`config.mk`:
```
export PLATFORM = sky130hd
export DESIGN_NAME = dcache_port_arbiter
export DESIGN_NICKNAME = d
export VERILOG_FILES = /design/src/rtl/dcache_arb_pkg.sv /design/src/rtl/dcache_arb_pick.sv /design/src/rtl/dcache_port_arbiter.sv
export SDC_FILE = /design/constraint.sdc
export NUM_CORES = 1
export LEC_CHECK = 0
export CAP_MARGIN = 20
export CORE_AREA = 5 5 169 171
export DETAILED_ROUTE_END_ITERATION = 16
export DIE_AREA = 0 0 174 176
export DONT_BUFFER_PORTS = 1
export GPL_ROUTABILITY_DRIVEN = 0
export PLACE_DENSITY_LB_ADDON = 0.2
export SYNTH_ARGS = -nofsm -noshare
export SYNTH_HDL_FRONTEND = slang
export SYNTH_HIERARCHICAL = 1
export SYNTH_SLANG_ARGS = --single-unit
```
`constraint.sdc`:
```
create_clock -name clk -period 2.9 [get_ports clk]
set_clock_uncertainty 0.2 [all_clocks]
set_input_delay 0.58 -clock clk [delete_from_list [all_inputs] [get_ports clk]]
set_output_delay 0.58 -clock clk [all_outputs]
set_load 0.05 [all_outputs]
```
`src/rtl/dcache_arb_pkg.sv`:
```
// Shared types and constants for the data-cache port arbiter.
// FSM state encoding, grant identifiers and request-tag opcode fields.
package dcache_arb_pkg;

    typedef enum logic [2:0] {
        IDLE      = 3'd0,
        ADDR      = 3'd1,
        DATA      = 3'd2,
        WAIT_RESP = 3'd3,
        RESP_HOLD = 3'd4
    } arb_state_t;

    localparam logic GRANT_LD = 1'b0;
    localparam logic GRANT_ST = 1'b1;

    // Opcode bits carried in the request tag; the arbiter forwards tags untouched.
    localparam int unsigned TAG_FIELD_W = 13;
    localparam logic [TAG_FIELD_W-1:0] READ   = 13'h0001;
    localparam logic [TAG_FIELD_W-1:0] WRITE  = 13'h0002;
    localparam logic [TAG_FIELD_W-1:0] MEMORY = 13'h0010;

endpackage

```
`src/rtl/dcache_arb_pick.sv`:
```
// Winner selection between the load and store ports.
// Fixed store priority by default; round-robin on ties with ARB_ROUND_ROBIN_EN.
module dcache_arb_pick
    import dcache_arb_pkg::*;
(
`ifdef ARB_ROUND_ROBIN_EN
    input  logic clk,
    input  logic reset,
    input  logic i_grant_en,
`endif
    input  logic i_ld_req,
    input  logic i_st_req,
    output logic o_valid,
    output logic o_grant_id
);

    assign o_valid = i_ld_req | i_st_req;

`ifdef ARB_ROUND_ROBIN_EN
    // Holds the port granted last; reset value of load hands the first tie to store.
    logic r_last_id;

    always_ff @(posedge clk) begin
        if (reset) begin
            r_last_id <= GRANT_LD;
        end else if (i_grant_en) begin
            r_last_id <= o_grant_id;
        end
    end

    always_comb begin
        // NOTE: default first so every path assigns the output and no latch is inferred.
        o_grant_id = GRANT_LD;
        if (i_ld_req && i_st_req) begin
            o_grant_id = ~r_last_id;
        end else if (i_st_req) begin
            o_grant_id = GRANT_ST;
        end
    end
`else
    always_comb begin
        o_grant_id = GRANT_LD;
        if (i_st_req) begin
            o_grant_id = GRANT_ST;
        end
    end
`endif

endmodule

```
`src/rtl/dcache_port_arbiter.sv`:
```
// Arbitrates one load and one store port onto a single cache request/response bus.
// One transaction outstanding; define ARB_ROUND_ROBIN_EN for round-robin tie breaking.
module dcache_port_arbiter
    import dcache_arb_pkg::*;
#(
    parameter int DATA_W = 64,
    parameter int TAG_W  = 13
) (
    input  logic              clk,
    input  logic              reset,

    input  logic              ld_reqcyc,
    input  logic [DATA_W-1:0] ld_addr,
    input  logic [TAG_W-1:0]  ld_tag,
    output logic              ld_reqack,
    output logic              ld_respcyc,
    output logic [DATA_W-1:0] ld_resp,
    input  logic              ld_respack,

    input  logic              st_reqcyc,
    input  logic [DATA_W-1:0] st_addr,
    input  logic [DATA_W-1:0] st_data,
    input  logic [TAG_W-1:0]  st_tag,
    output logic              st_reqack,
    output logic              st_done,

    output logic              bus_reqcyc,
    output logic [DATA_W-1:0] bus_req,
    output logic [TAG_W-1:0]  bus_reqtag,
    input  logic              bus_reqack,
    input  logic              bus_respcyc,
    input  logic [DATA_W-1:0] bus_resp,
    output logic              bus_respack,

    output logic              busy,
    output logic              grant_id
);

    arb_state_t        r_state;
    logic [DATA_W-1:0] r_data;
    logic              r_gap;

    logic              w_pick_valid;
    logic              w_pick_id;
    logic              w_grant;

    // r_gap marks the first IDLE cycle after a transaction, which never grants.
    assign w_grant = (r_state == IDLE) && !r_gap && w_pick_valid;
    assign busy    = (r_state != IDLE);

    dcache_arb_pick u_pick (
`ifdef ARB_ROUND_ROBIN_EN
        .clk        (clk),
        .reset      (reset),
        .i_grant_en (w_grant),
`endif
        .i_ld_req   (ld_reqcyc),
        .i_st_req   (st_reqcyc),
        .o_valid    (w_pick_valid),
        .o_grant_id (w_pick_id)
    );

    always_ff @(posedge clk) begin
        if (reset) begin
            r_state     <= IDLE;
            r_data      <= '0;
            r_gap       <= 1'b0;
            ld_reqack   <= 1'b0;
            st_reqack   <= 1'b0;
            st_done     <= 1'b0;
            ld_respcyc  <= 1'b0;
            ld_resp     <= '0;
            bus_reqcyc  <= 1'b0;
            bus_req     <= '0;
            bus_reqtag  <= '0;
            bus_respack <= 1'b0;
            grant_id    <= GRANT_LD;
        end else begin
            // NOTE: non-blocking throughout so every register samples pre-edge values.
            ld_reqack   <= 1'b0;
            st_reqack   <= 1'b0;
            st_done     <= 1'b0;
            bus_respack <= 1'b0;

            case (r_state)
                IDLE: begin
                    r_gap <= 1'b0;
                    if (w_grant) begin
                        r_state    <= ADDR;
                        grant_id   <= w_pick_id;
                        bus_reqcyc <= 1'b1;
                        if (w_pick_id == GRANT_ST) begin
                            st_reqack  <= 1'b1;
                            bus_req    <= st_addr;
                            bus_reqtag <= st_tag;
                            r_data     <= st_data;
                        end else begin
                            ld_reqack  <= 1'b1;
                            bus_req    <= ld_addr;
                            bus_reqtag <= ld_tag;
                        end
                    end
                end

                ADDR: begin
                    if (bus_reqack) begin
                        if (grant_id == GRANT_ST) begin
                            r_state <= DATA;
                            bus_req <= r_data;
                        end else begin
                            r_state    <= WAIT_RESP;
                            bus_reqcyc <= 1'b0;
                        end
                    end
                end

                DATA: begin
                    if (bus_reqack) begin
                        r_state    <= IDLE;
                        r_gap      <= 1'b1;
                        bus_reqcyc <= 1'b0;
                        st_done    <= 1'b1;
                    end
                end

                WAIT_RESP: begin
                    if (bus_respcyc) begin
                        r_state     <= RESP_HOLD;
                        ld_resp     <= bus_resp;
                        ld_respcyc  <= 1'b1;
                        bus_respack <= 1'b1;
                    end
                end

                RESP_HOLD: begin
                    if (ld_respack) begin
                        r_state    <= IDLE;
                        r_gap      <= 1'b1;
                        ld_respcyc <= 1'b0;
                    end
                end

                default: begin
                    r_state <= IDLE;
                end
            endcase
        end
    end

endmodule

```
==> results.toml <==
[run_status]
outcome = "finished, final reports clean"

[floorplan]
die_h_um = 176
pin_count = 438
coreArea_mm2 = 0.0267
start_util_pct = 36.8
die-area_mm2 = 0.0306
die_w_um = 174
row_count = 60

[logic_synthesis]
ys_types = 40
yosysWarnings = 6
synth_top_family_by_area = "multiplexers"
syn_area_per_cell_um2 = 8.69
yosysSeqAreaShare_pct = 44.0
synth_ff_type = "dfxtp_1"
synth_compound_area_share_pct = 12.2
synth_xor_area_share_pct = 0.0890
yosys.area.top_type_share_pct = 44.0
yosysMostFrequentCell = "nand2_1"
synth_seq_cells = 216
synthTopCellsByCount = "nand2_1 (321), dfxtp_1 (216), mux2i_1 (206)"
synth_cells = 1132
post_synth_mux_area_share_pct = 21.0
synth-adder-area-share_pct = 0
syn_nets = 1421
synthSimpleGateAreaFrac_pct = 17.5
syn_area_mm2 = 0.00984
synthArstFlopShare_pct = 0
synth_top_cell_by_area = "dfxtp_1"
synth-edff-count = 0
ys_top_cells_by_area = "dfxtp_1 (44%), mux2i_1 (21%), nand2_1 (12%)"

[sta]
finalHoldViolations = 0
setup_viol = 0
grt_setup_unrepaired = "no"
period_share_pct = 81.6
max_freq_mhz = 423
holdWs_ns = 0.0250
drv_slew = 0
fin_crit_ns = 2.37
relSlewSlack_pct = 42.6
worst_pin_slew_ns = 0.861
tns_ns = 0

[power_and_ir_drop]
power_density_mw_per_mm2 = 710
p_leak_nw = 4.66
ir_drop_mv = 0.370

[global_routing]
grt_max_degree = 86
antenna_found_initial = 0
grt_use_total_pct = 19.3
grt_pass1_vias = 8390
grt_first_pass_wirelength_um = 48400
gr-total-overflow = 0

[final_layout]
drive_above_1_share_pct = 5.25
area_growth_pct = 21.2
regArea_mm2 = 0.00433
finalNetCount = 1474
multiInputGateArea_mm2 = 0.00501
antenna_cells = 0
fillers = 2582

[critical_path]
startpoint_type = "flop"
worstPathArrival_ns = 1.59
cp.required_ns = 2.12
crit_path_max_fanout = 13
critPathKind = "reg -> out"
critPathCaptureType = "primary output"

[cts]
cts_tree = "yes"
cts_htree_levels = 1
path_clk_slew_ns = 0.06
cts_num_sinks = 216
clock_latency_ns = 0.52
cts_buffer_depth = 3
cts_root_buf = "clkbuf_16"
ctsResizeCount = 0
cts_buffers = 25

[placement]
hpwl_um = 20600
portBuffers = 0

[detailed_routing]
ant_nets = 0
wire_per_inst_um = 20.4
vias_per_cell = 5.32
num_vias = 8186
routed_wirelength_um = 31300
drcViolationCount = 0
first_pass_iters = 5
drt_iter0_drc = 528

[job]
maxCapViolCount = 0

[min_path]
hold_class = "in -> reg"
area by class of cell:
| cell class | count | area share (%) |
|---|---|---|
| Inverter | 5 | 0.199 |
| Tap cell | 341 | 3.58 |
| Sequential cell | 216 | 36.3 |
| Clock buffer | 38 | 5.91 |
| Timing Repair Buffer | 134 | 11.7 |
| Multi-Input combinational cell | 803 | 42.0 |
| Clock inverter | 3 | 0.336 |
critical path, cell delays in order, from the launching register on:
cell	delay, ns
dfxtp_1	0.58
nor2_1	0.12
nand2_1	0.14
buf_4	0.23
cell families after synthesis:
| kind of cell | Yosys count |
|---|---|
| compound gates | 169 |
| xor+xnor | 1 |
| buf+inv | 113 |
| flops | 216 |
| mux | 206 |
| simple gates | 427 |
cells in the final DEF, fill, tap and decap left out, types with 2 or more instances in the layout:
cell type and count:
o21ai_0 16, dlygate4sd3_1 112, nand2_1 321, buf_12 7, nor2_1 70, and3_1 3, nor3_1 2, a211oi_1 2
nor3b_1 2, mux2i_1 206, clkinv_2 2, or3b_2 2, inv_1 4, a221oi_1 2, nor4_1 2, buf_4 14
nand2b_1 2, a21oi_1 79, or3_1 13, a221o_1 64, clkbuf_16 25, dfxtp_1 215, clkbuf_1 10, clkbuf_8 3
power breakdown:
part,internal (mW),switching [mW]
Combinational,0.644,0.715
Sequential,3.25,0.916
Clock,1.74,1.20
flip-flops by register name, indices dropped and copies added (netlist names), 3 cells and up:
| name | cells |
|---|---|
| r_data | 64 |
| r_state | 3 |
| ld_resp | 64 |
| bus_reqtag | 13 |
| bus_req | 64 |
per-stage QoR:
stage,total power [mW],utilization (%),std cells,instance area [um^2],worst slack (ns)
detailed placement,5.46,37.5,1386,10000,0.408
CTS,8.59,44.6,1540,11900,0.520
global route,8.85,44.6,1540,11900,0.430
global placement,5.43,37.5,1386,10000,0.486
finish,8.46,44.6,1540,11900,0.535
floorplan,5.17,-,1132,9840,0.713
repair_timing:
item | in CTS | in global routing
hold buffers | 113 | 0
endpoints found under the hold margin | 138 | 0
buffers inserted | 0 | 0
path summary, 6_finish.rpt:
kind | end | start | depth (start not counted) | slack (ns)
max | busy | r_state[0] | 3 | 0.53
min | r_data[24] | st_data[24] | 2 | 0.02
max reg2reg | bus_req[22] | r_state[0] | 4 | 0.54
min reg2reg | r_data[28] | r_data[28] | 2 | 0.25
routing by layer:
metal / part of all wire (%) / vias up / global-route usage [%]
met5: 0 / - / 0
met3: 9.5 / 48 / 6.81
met1: 40 / 3807 / 23.2
li1: - / 4000 / -
met4: 2.3 / 0 / 5.38
met2: 48 / 331 / 32.9
Power figures use the tool's default switching activity.
